--- config.mk ---
export PLATFORM = sky130hd
export DESIGN_NAME = alu_share_arbiter
export DESIGN_NICKNAME = d
export VERILOG_FILES = /design/src/rtl/alu_share_arbiter.sv
export SDC_FILE = /design/constraint.sdc
export NUM_CORES = 1
export LEC_CHECK = 0
export BUFFER_PORTS_ARGS = -buffer_cell sky130_fd_sc_hd__buf_2
export CAP_MARGIN = 10
export CORE_MARGIN = 1.5
export CORE_UTILIZATION = 30
export CTS_CLUSTER_SIZE = 20
export DETAILED_ROUTE_END_ITERATION = 10
export SKIP_CTS_REPAIR_TIMING = 1
export SYNTH_ARGS = -nofsm -noshare
export SYNTH_HDL_FRONTEND = slang
export SYNTH_SLANG_ARGS = --single-unit
--- constraint.sdc ---
create_clock -name clk -period 2.2 [get_ports clk]
set_input_delay 0.44 -clock clk [delete_from_list [all_inputs] [get_ports clk]]
set_output_delay 0.44 -clock clk [all_outputs]
set_load 0.05 [all_outputs]
--- src/rtl/alu_share_arbiter.sv ---
// rtl/alu_share_arbiter.sv - round-robin sharing of one combinational ALU between two requesters
// Optional macro ALU_ARB_STATS_EN adds grant and stall counters.
module alu_share_arbiter #(
   parameter int DATA_W     = 32,
   parameter int OP_W       = 4,
   parameter bit RESET_PRIO = 1'b0
) (
   input  logic              clk,
   input  logic              rst,
   input  logic              r0_valid,
   output logic              r0_ready,
   input  logic [DATA_W-1:0] r0_a,
   input  logic [DATA_W-1:0] r0_b,
   input  logic [OP_W-1:0]   r0_op,
   output logic              r0_rsp_valid,
   input  logic              r0_rsp_ready,
   output logic [DATA_W-1:0] r0_result,
   output logic [2:0]        r0_flags,
   input  logic              r1_valid,
   output logic              r1_ready,
   input  logic [DATA_W-1:0] r1_a,
   input  logic [DATA_W-1:0] r1_b,
   input  logic [OP_W-1:0]   r1_op,
   output logic              r1_rsp_valid,
   input  logic              r1_rsp_ready,
   output logic [DATA_W-1:0] r1_result,
   output logic [2:0]        r1_flags,
   output logic [DATA_W-1:0] alu_a,
   output logic [DATA_W-1:0] alu_b,
   output logic [OP_W-1:0]   alu_op,
   input  logic [DATA_W-1:0] alu_result,
   input  logic              alu_overflow,
   input  logic              alu_carryout,
   input  logic              alu_zero,
`ifdef ALU_ARB_STATS_EN
   output logic [31:0]       grant_cnt0,
   output logic [31:0]       grant_cnt1,
   output logic [31:0]       stall_cnt,
`endif
   output logic              busy,
   output logic              owner
);

   typedef enum logic [1:0] {IDLE, EXEC, RESP} state_t;

   state_t            state;
   logic              ptr;
   logic              owner_q;
   logic              busy_q;
   logic              rsp0_q;
   logic              rsp1_q;
   logic [DATA_W-1:0] a_q;
   logic [DATA_W-1:0] b_q;
   logic [OP_W-1:0]   op_q;
   logic [DATA_W-1:0] res_q;
   logic [2:0]        flags_q;
   logic              winner;
   logic              grant;
   logic              rsp_ack;

   // Pointer only matters under contention; a lone requester always wins.
   assign winner   = (r0_valid && r1_valid) ? ptr : r1_valid;
   assign r0_ready = !rst && (state == IDLE) && r0_valid && !winner;
   assign r1_ready = !rst && (state == IDLE) && r1_valid && winner;
   assign grant    = r0_ready || r1_ready;
   assign rsp_ack  = owner_q ? r1_rsp_ready : r0_rsp_ready;

   assign alu_a        = a_q;
   assign alu_b        = b_q;
   assign alu_op       = op_q;
   assign r0_result    = res_q;
   assign r1_result    = res_q;
   assign r0_flags     = flags_q;
   assign r1_flags     = flags_q;
   assign r0_rsp_valid = rsp0_q;
   assign r1_rsp_valid = rsp1_q;
   assign busy         = busy_q;
   assign owner        = owner_q;

   always_ff @(posedge clk) begin
      if (rst) begin
         state   <= IDLE;
         ptr     <= RESET_PRIO;
         owner_q <= RESET_PRIO;
         busy_q  <= 1'b0;
         rsp0_q  <= 1'b0;
         rsp1_q  <= 1'b0;
         a_q     <= '0;
         b_q     <= '0;
         op_q    <= '0;
         res_q   <= '0;
         flags_q <= '0;
      end else begin
         case (state)
            IDLE: begin
               if (grant) begin
                  a_q     <= winner ? r1_a : r0_a;
                  b_q     <= winner ? r1_b : r0_b;
                  op_q    <= winner ? r1_op : r0_op;
                  owner_q <= winner;
                  ptr     <= ~winner;
                  busy_q  <= 1'b1;
                  state   <= EXEC;
               end
            end
            EXEC: begin
               res_q   <= alu_result;
               flags_q <= {alu_overflow, alu_carryout, alu_zero};
               rsp0_q  <= ~owner_q;
               rsp1_q  <= owner_q;
               state   <= RESP;
            end
            RESP: begin
               if (rsp_ack) begin
                  rsp0_q <= 1'b0;
                  rsp1_q <= 1'b0;
                  busy_q <= 1'b0;
                  state  <= IDLE;
               end
            end
            default: state <= IDLE;
         endcase
      end
   end

`ifdef ALU_ARB_STATS_EN
   // A cycle where both requesters are stalled still counts once.
   always_ff @(posedge clk) begin
      if (rst) begin
         grant_cnt0 <= '0;
         grant_cnt1 <= '0;
         stall_cnt  <= '0;
      end else begin
         if (r0_ready) grant_cnt0 <= grant_cnt0 + 32'd1;
         if (r1_ready) grant_cnt1 <= grant_cnt1 + 32'd1;
         if ((r0_valid && !r0_ready) || (r1_valid && !r1_ready))
            stall_cnt <= stall_cnt + 32'd1;
      end
   end
`else
   // Statistics counters are not built in this configuration.
`endif

endmodule

==> results.md <==
Clocking:
- At the later pin of the worst-skew pair, clock insertion delay measures ~0.35 ns.
- The clock net in this run drives a total of 110 sinks.
- No sink is reached through more buffers than the 2 on the longest clock path.
- In this run the clock root is driven by a sky130_fd_sc_hd__clkbuf_16.
- The H-tree was split into 3 levels.
- TritonCTS created 9 clock buffers.
- The clock slew seen by the registers of the worst setup and hold paths is 0.07 ns.
- TritonCTS built the clock tree.

Yosys:
- The parity-gate share of the synthesized area counting xor and xnor cells is 0%.
- Synthesis produced 531 cells.
- Summed over its instances, the top area cell type makes up about half of the synthesized netlist area.
- The share of synthesized area occupied by flip-flops and latches is between 40 and 50%.
- The adder-cell area share of the yosys netlist is 0%.
- The per-instance average area after synthesis is 8.59 µm².
- The basic-gate share of the synthesized area counting and, or, nand and nor cells is between 20% and 30%.
- The synthesized netlist occupies a cell area of 0.00456 mm².
- The synthesized-area fraction occupied by ao, oa, aoi and oai cells is 20.3%.
- The number of synthesis warnings is 0.
- Sorting the synthesized cells by area gives the leading types as sky130_fd_sc_hd__dfxtp_1 48%, sky130_fd_sc_hd__a221o_1 15%, sky130_fd_sc_hd__nand2_1 12%.
- The share of cell area taken by muxes after synthesis is 0.219%.
- The synthesized netlist contains 23 unique library cells.
- The cell accounting for the most synthesized area is sky130_fd_sc_hd__dfxtp_1.
- The number of nets handed over by synthesis was a little over 700.
- The dominant combinational cell family by area after synthesis is simple AND/OR/NAND/NOR gates.
- The flip-flop and latch count after synthesis is 110.

Layout:
- Leaving out fill and tap cells, the most frequent cells in the layout are 318 x sky130_fd_sc_hd__buf_2, 140 x sky130_fd_sc_hd__nand2_1, 110 x sky130_fd_sc_hd__dfxtp_1.
- In the final design database the tool counted around 970 nets.
- The area of the multi-input gates is 0.00191 mm².
- The number of antenna cells inserted is 0.
- Cells with a size suffix above 1 make up between 40% and 50% of the layout.
- The total area of sequential cells is 0.00220 mm².
- The count of filler cells inserted in the layout is around 1,500.
- The most frequent standard cell in the layout excluding fill and tap cells is sky130_fd_sc_hd__buf_2.
- Compared with the post-synthesis result, the final layout area differs by 40.2%.

Detailed routing:
- The DRC violation count after routing is 0.
- In the final routed layout, each cell accounts on average for 15.7 µm.
- The detail route stage leaves a number of antenna-violating nets equal to 0.
- The DRC violation total after the first TritonRoute iteration is 190.
- The via count is 4,809.
- The final wirelength is between 15,000 and 20,000 µm.
- The first detailed-routing pass ran for 4 iterations.
- Dividing the detail-routed via count by the number of cells gives 4.92.

STA:
- Setup repair after global routing left no endpoint under its margin.
- Timing would allow up to 493 MHz.
- The total negative setup slack is 0 ns.
- Setup violations remaining at the end of the flow were counted as 0.
- The final-report hold violation count came to 0.
- The slew at the pin with the worst max-slew slack is 0.512 ns.
- The tightest slew margin relative to the limit is 65.7%.
- The period utilization is 92.1%.
- The total count of max-transition violations in the final report was 0.
- Final hold analysis gives a worst-case slack of between 0.3 and 0.4 ns.
- Counting I/O delays and the setup requirement, the final critical path takes between 2 and 2.5 ns.
- Clock skew on the completed layout was measured at 0.00582 ns.

Global route:
- The pin count of the biggest net entering global routing is around 70.
- The routing layer with the top usage in global route is met2.
- The first global-routing pass estimated 23,500 µm of wire.
- For met1 alone, demand over resource in global routing was a little over a fifth.
- The number of antenna violations at the first check in global routing was 1.
- Global routing used just under 6% of the available met3 tracks.
- The total global-route track usage is roughly a fifth.
- The total congestion overflow is 0.
- The number of global-route vias before repair is between 4,000 and 5,000.
- In the global route stage, met2 resource usage came out at 32.6%.

Critical path:
- The worst setup path is launched from a flip-flop.
- Of all nets on the critical path, the largest fanout is 6.
- The number of cells on the worst reg-to-reg path is 5.
- The arrival time reported for the critical path endpoint is about 1.6 ns.
- The startpoint identified for the worst register-to-register timing path is state[1].
- The worst register-to-register path has a setup slack of 0.41 ns.
- The endpoint of the most critical register-to-register path is alu_a[17].
- The required time at the worst-slack endpoint is 1.76 ns.
- The beginning of the critical path is state[1].
- The critical path in this run is classified as reg -> out.
- The sort of element at the end of the critical path is a primary output.

Floorplan:
- The top-level port count is 321.
- Row generation in the floorplan step produced 44 rows.
- The area inside the core boundary is 0.0147 mm².
- The width of the chip is 126 µm.
- The starting utilization of the core area is 31.0%.
- The chip height is 126 µm.
- The die covers 0.0160 mm².

Job:
- The tool flagged a number of max-cap violations equal to 0.

Power and ir drop:
- Power comes to 0.00562 W.
- The clock network fraction of design power is 27.8%.
- The leakage component of the power is 3.18 nW.
- In this run the power spent charging and discharging nets is about 0.0021 W.
- The internal power is between 0.003 and 0.004 W.
- The share of total power in combinational logic is between 30% and 40%.
- The switching share of total power is between 30% and 40%.
- Across the VDD grid, the largest voltage drop is between 300 and 400 µV.
- The power per unit of standard cell area is 879 mW/mm².
- The fraction of power consumed by sequential logic is 40.9%.

Hold path:
- The launch instance of the worst min-delay path is r0_b[13].
- The worst hold path stage count is 2.
- The worst min-delay path category is in -> reg.
- The destination of the worst hold path is alu_b[13].

Run status:
- The flow ran to the end, and the final reports show no timing, DRC or antenna violations.

Place:
- The post-detailed-placement half-perimeter wirelength is 10,700 µm.
- The count of buffers added on input and output ports is 320.
- The weighted congestion at the end of routability-driven global placement is ~0.79.
layout make-up:
type / count / share of cell area [%]
clock buffers: 11 / 3.80
clock inverters: 5 / 0.528
inverters: 2 / 0.117
multi-input cells: 334 / 29.9
flip-flops and latches: 110 / 34.4
well taps: 184 / 3.60
repair buffers: 332 / 27.6
through the flow:
step	instances	instance area [µm²]	setup WS [ns]	utilization, %
after detailed placement	961	6100	0.110	41.5
after floorplan	531	4570	0.113	-
after CTS	977	6370	-0.122	43.4
after global routing	978	6390	0.103	43.5
after global placement	961	6100	0.113	41.5
final	978	6390	0.174	43.5
per-layer routing:
layer / vias up / part of all wire, %
li1: 2372 / -
met1: 2208 / 41
met2: 209 / 49
met3: 20 / 8.1
met4: 0 / 2.3
met5: - / 0
synthesized netlist by cell type:
| master | number |
|---|---|
| sky130_fd_sc_hd__nand2_1 | 140 |
| sky130_fd_sc_hd__dfxtp_1 | 110 |
| sky130_fd_sc_hd__a221o_1 | 68 |
| sky130_fd_sc_hd__nor3_1 | 68 |
| sky130_fd_sc_hd__a21oi_1 | 39 |
| sky130_fd_sc_hd__buf_4 | 38 |
| sky130_fd_sc_hd__clkbuf_1 | 33 |
| sky130_fd_sc_hd__buf_2 | 11 |
| sky130_fd_sc_hd__nor2_1 | 4 |
| sky130_fd_sc_hd__buf_1 | 3 |
| sky130_fd_sc_hd__inv_1 | 2 |
| sky130_fd_sc_hd__nand2b_1 | 2 |
| sky130_fd_sc_hd__nor2b_1 | 2 |
| sky130_fd_sc_hd__nor3b_1 | 2 |
| sky130_fd_sc_hd__a211oi_4 | 1 |
| sky130_fd_sc_hd__a21o_1 | 1 |
| sky130_fd_sc_hd__a311oi_1 | 1 |
| sky130_fd_sc_hd__mux2i_1 | 1 |
| sky130_fd_sc_hd__nand3b_1 | 1 |
| sky130_fd_sc_hd__o21bai_1 | 1 |
| sky130_fd_sc_hd__o22ai_1 | 1 |
| sky130_fd_sc_hd__or2_2 | 1 |
| sky130_fd_sc_hd__or3_1 | 1 |
registers in the layout (all words and copies together), names as in the netlist:
signal	cells
alu_b	32
alu_a	32
r0_rsp_valid	1
r0_result	32
alu_op	4
busy	1
ptr	1
state	2
r1_rsp_valid	1
owner	1
r0_flags	3
power groups by stage:
stage | Combinational [W] | Clock (W) | Sequential, W
after floorplan | 0.000650 | 0 | 0.00298
after global placement | 0.00176 | 0 | 0.00234
after detailed placement | 0.00177 | 0 | 0.00234
after CTS | 0.00177 | 0.00162 | 0.00230
after global routing | 0.00186 | 0.00171 | 0.00233
final | 0.00176 | 0.00156 | 0.00230
worst max-delay path, cell delays in order, from the launching register on:
cell,delay (ns)
sky130_fd_sc_hd__dfxtp_1,0.35
sky130_fd_sc_hd__or3_4,0.45
sky130_fd_sc_hd__a211oi_4,0.25
sky130_fd_sc_hd__buf_6,0.19
logic make-up (layout without fill, tap and decap cells):
group | Yosys count | count (layout)
DFF | 110 | 110
muxes | 1 | 1
and+or+nand+nor | 221 | 221
buffers and inverters | 87 | 350
AOI/OAI and AO/OA | 112 | 112
worst max-delay path by stage:
stage	endpoint	slack, ns
2_1_floorplan	r1_ready	0.11
3_3_place_gp	r0_ready	0.11
3_5_place_dp	r0_ready	0.11
4_1_cts	r0_ready	-0.12
5_1_grt	r1_ready	0.10
6_report	r0_ready	0.17
Power figures use the tool's default switching activity.
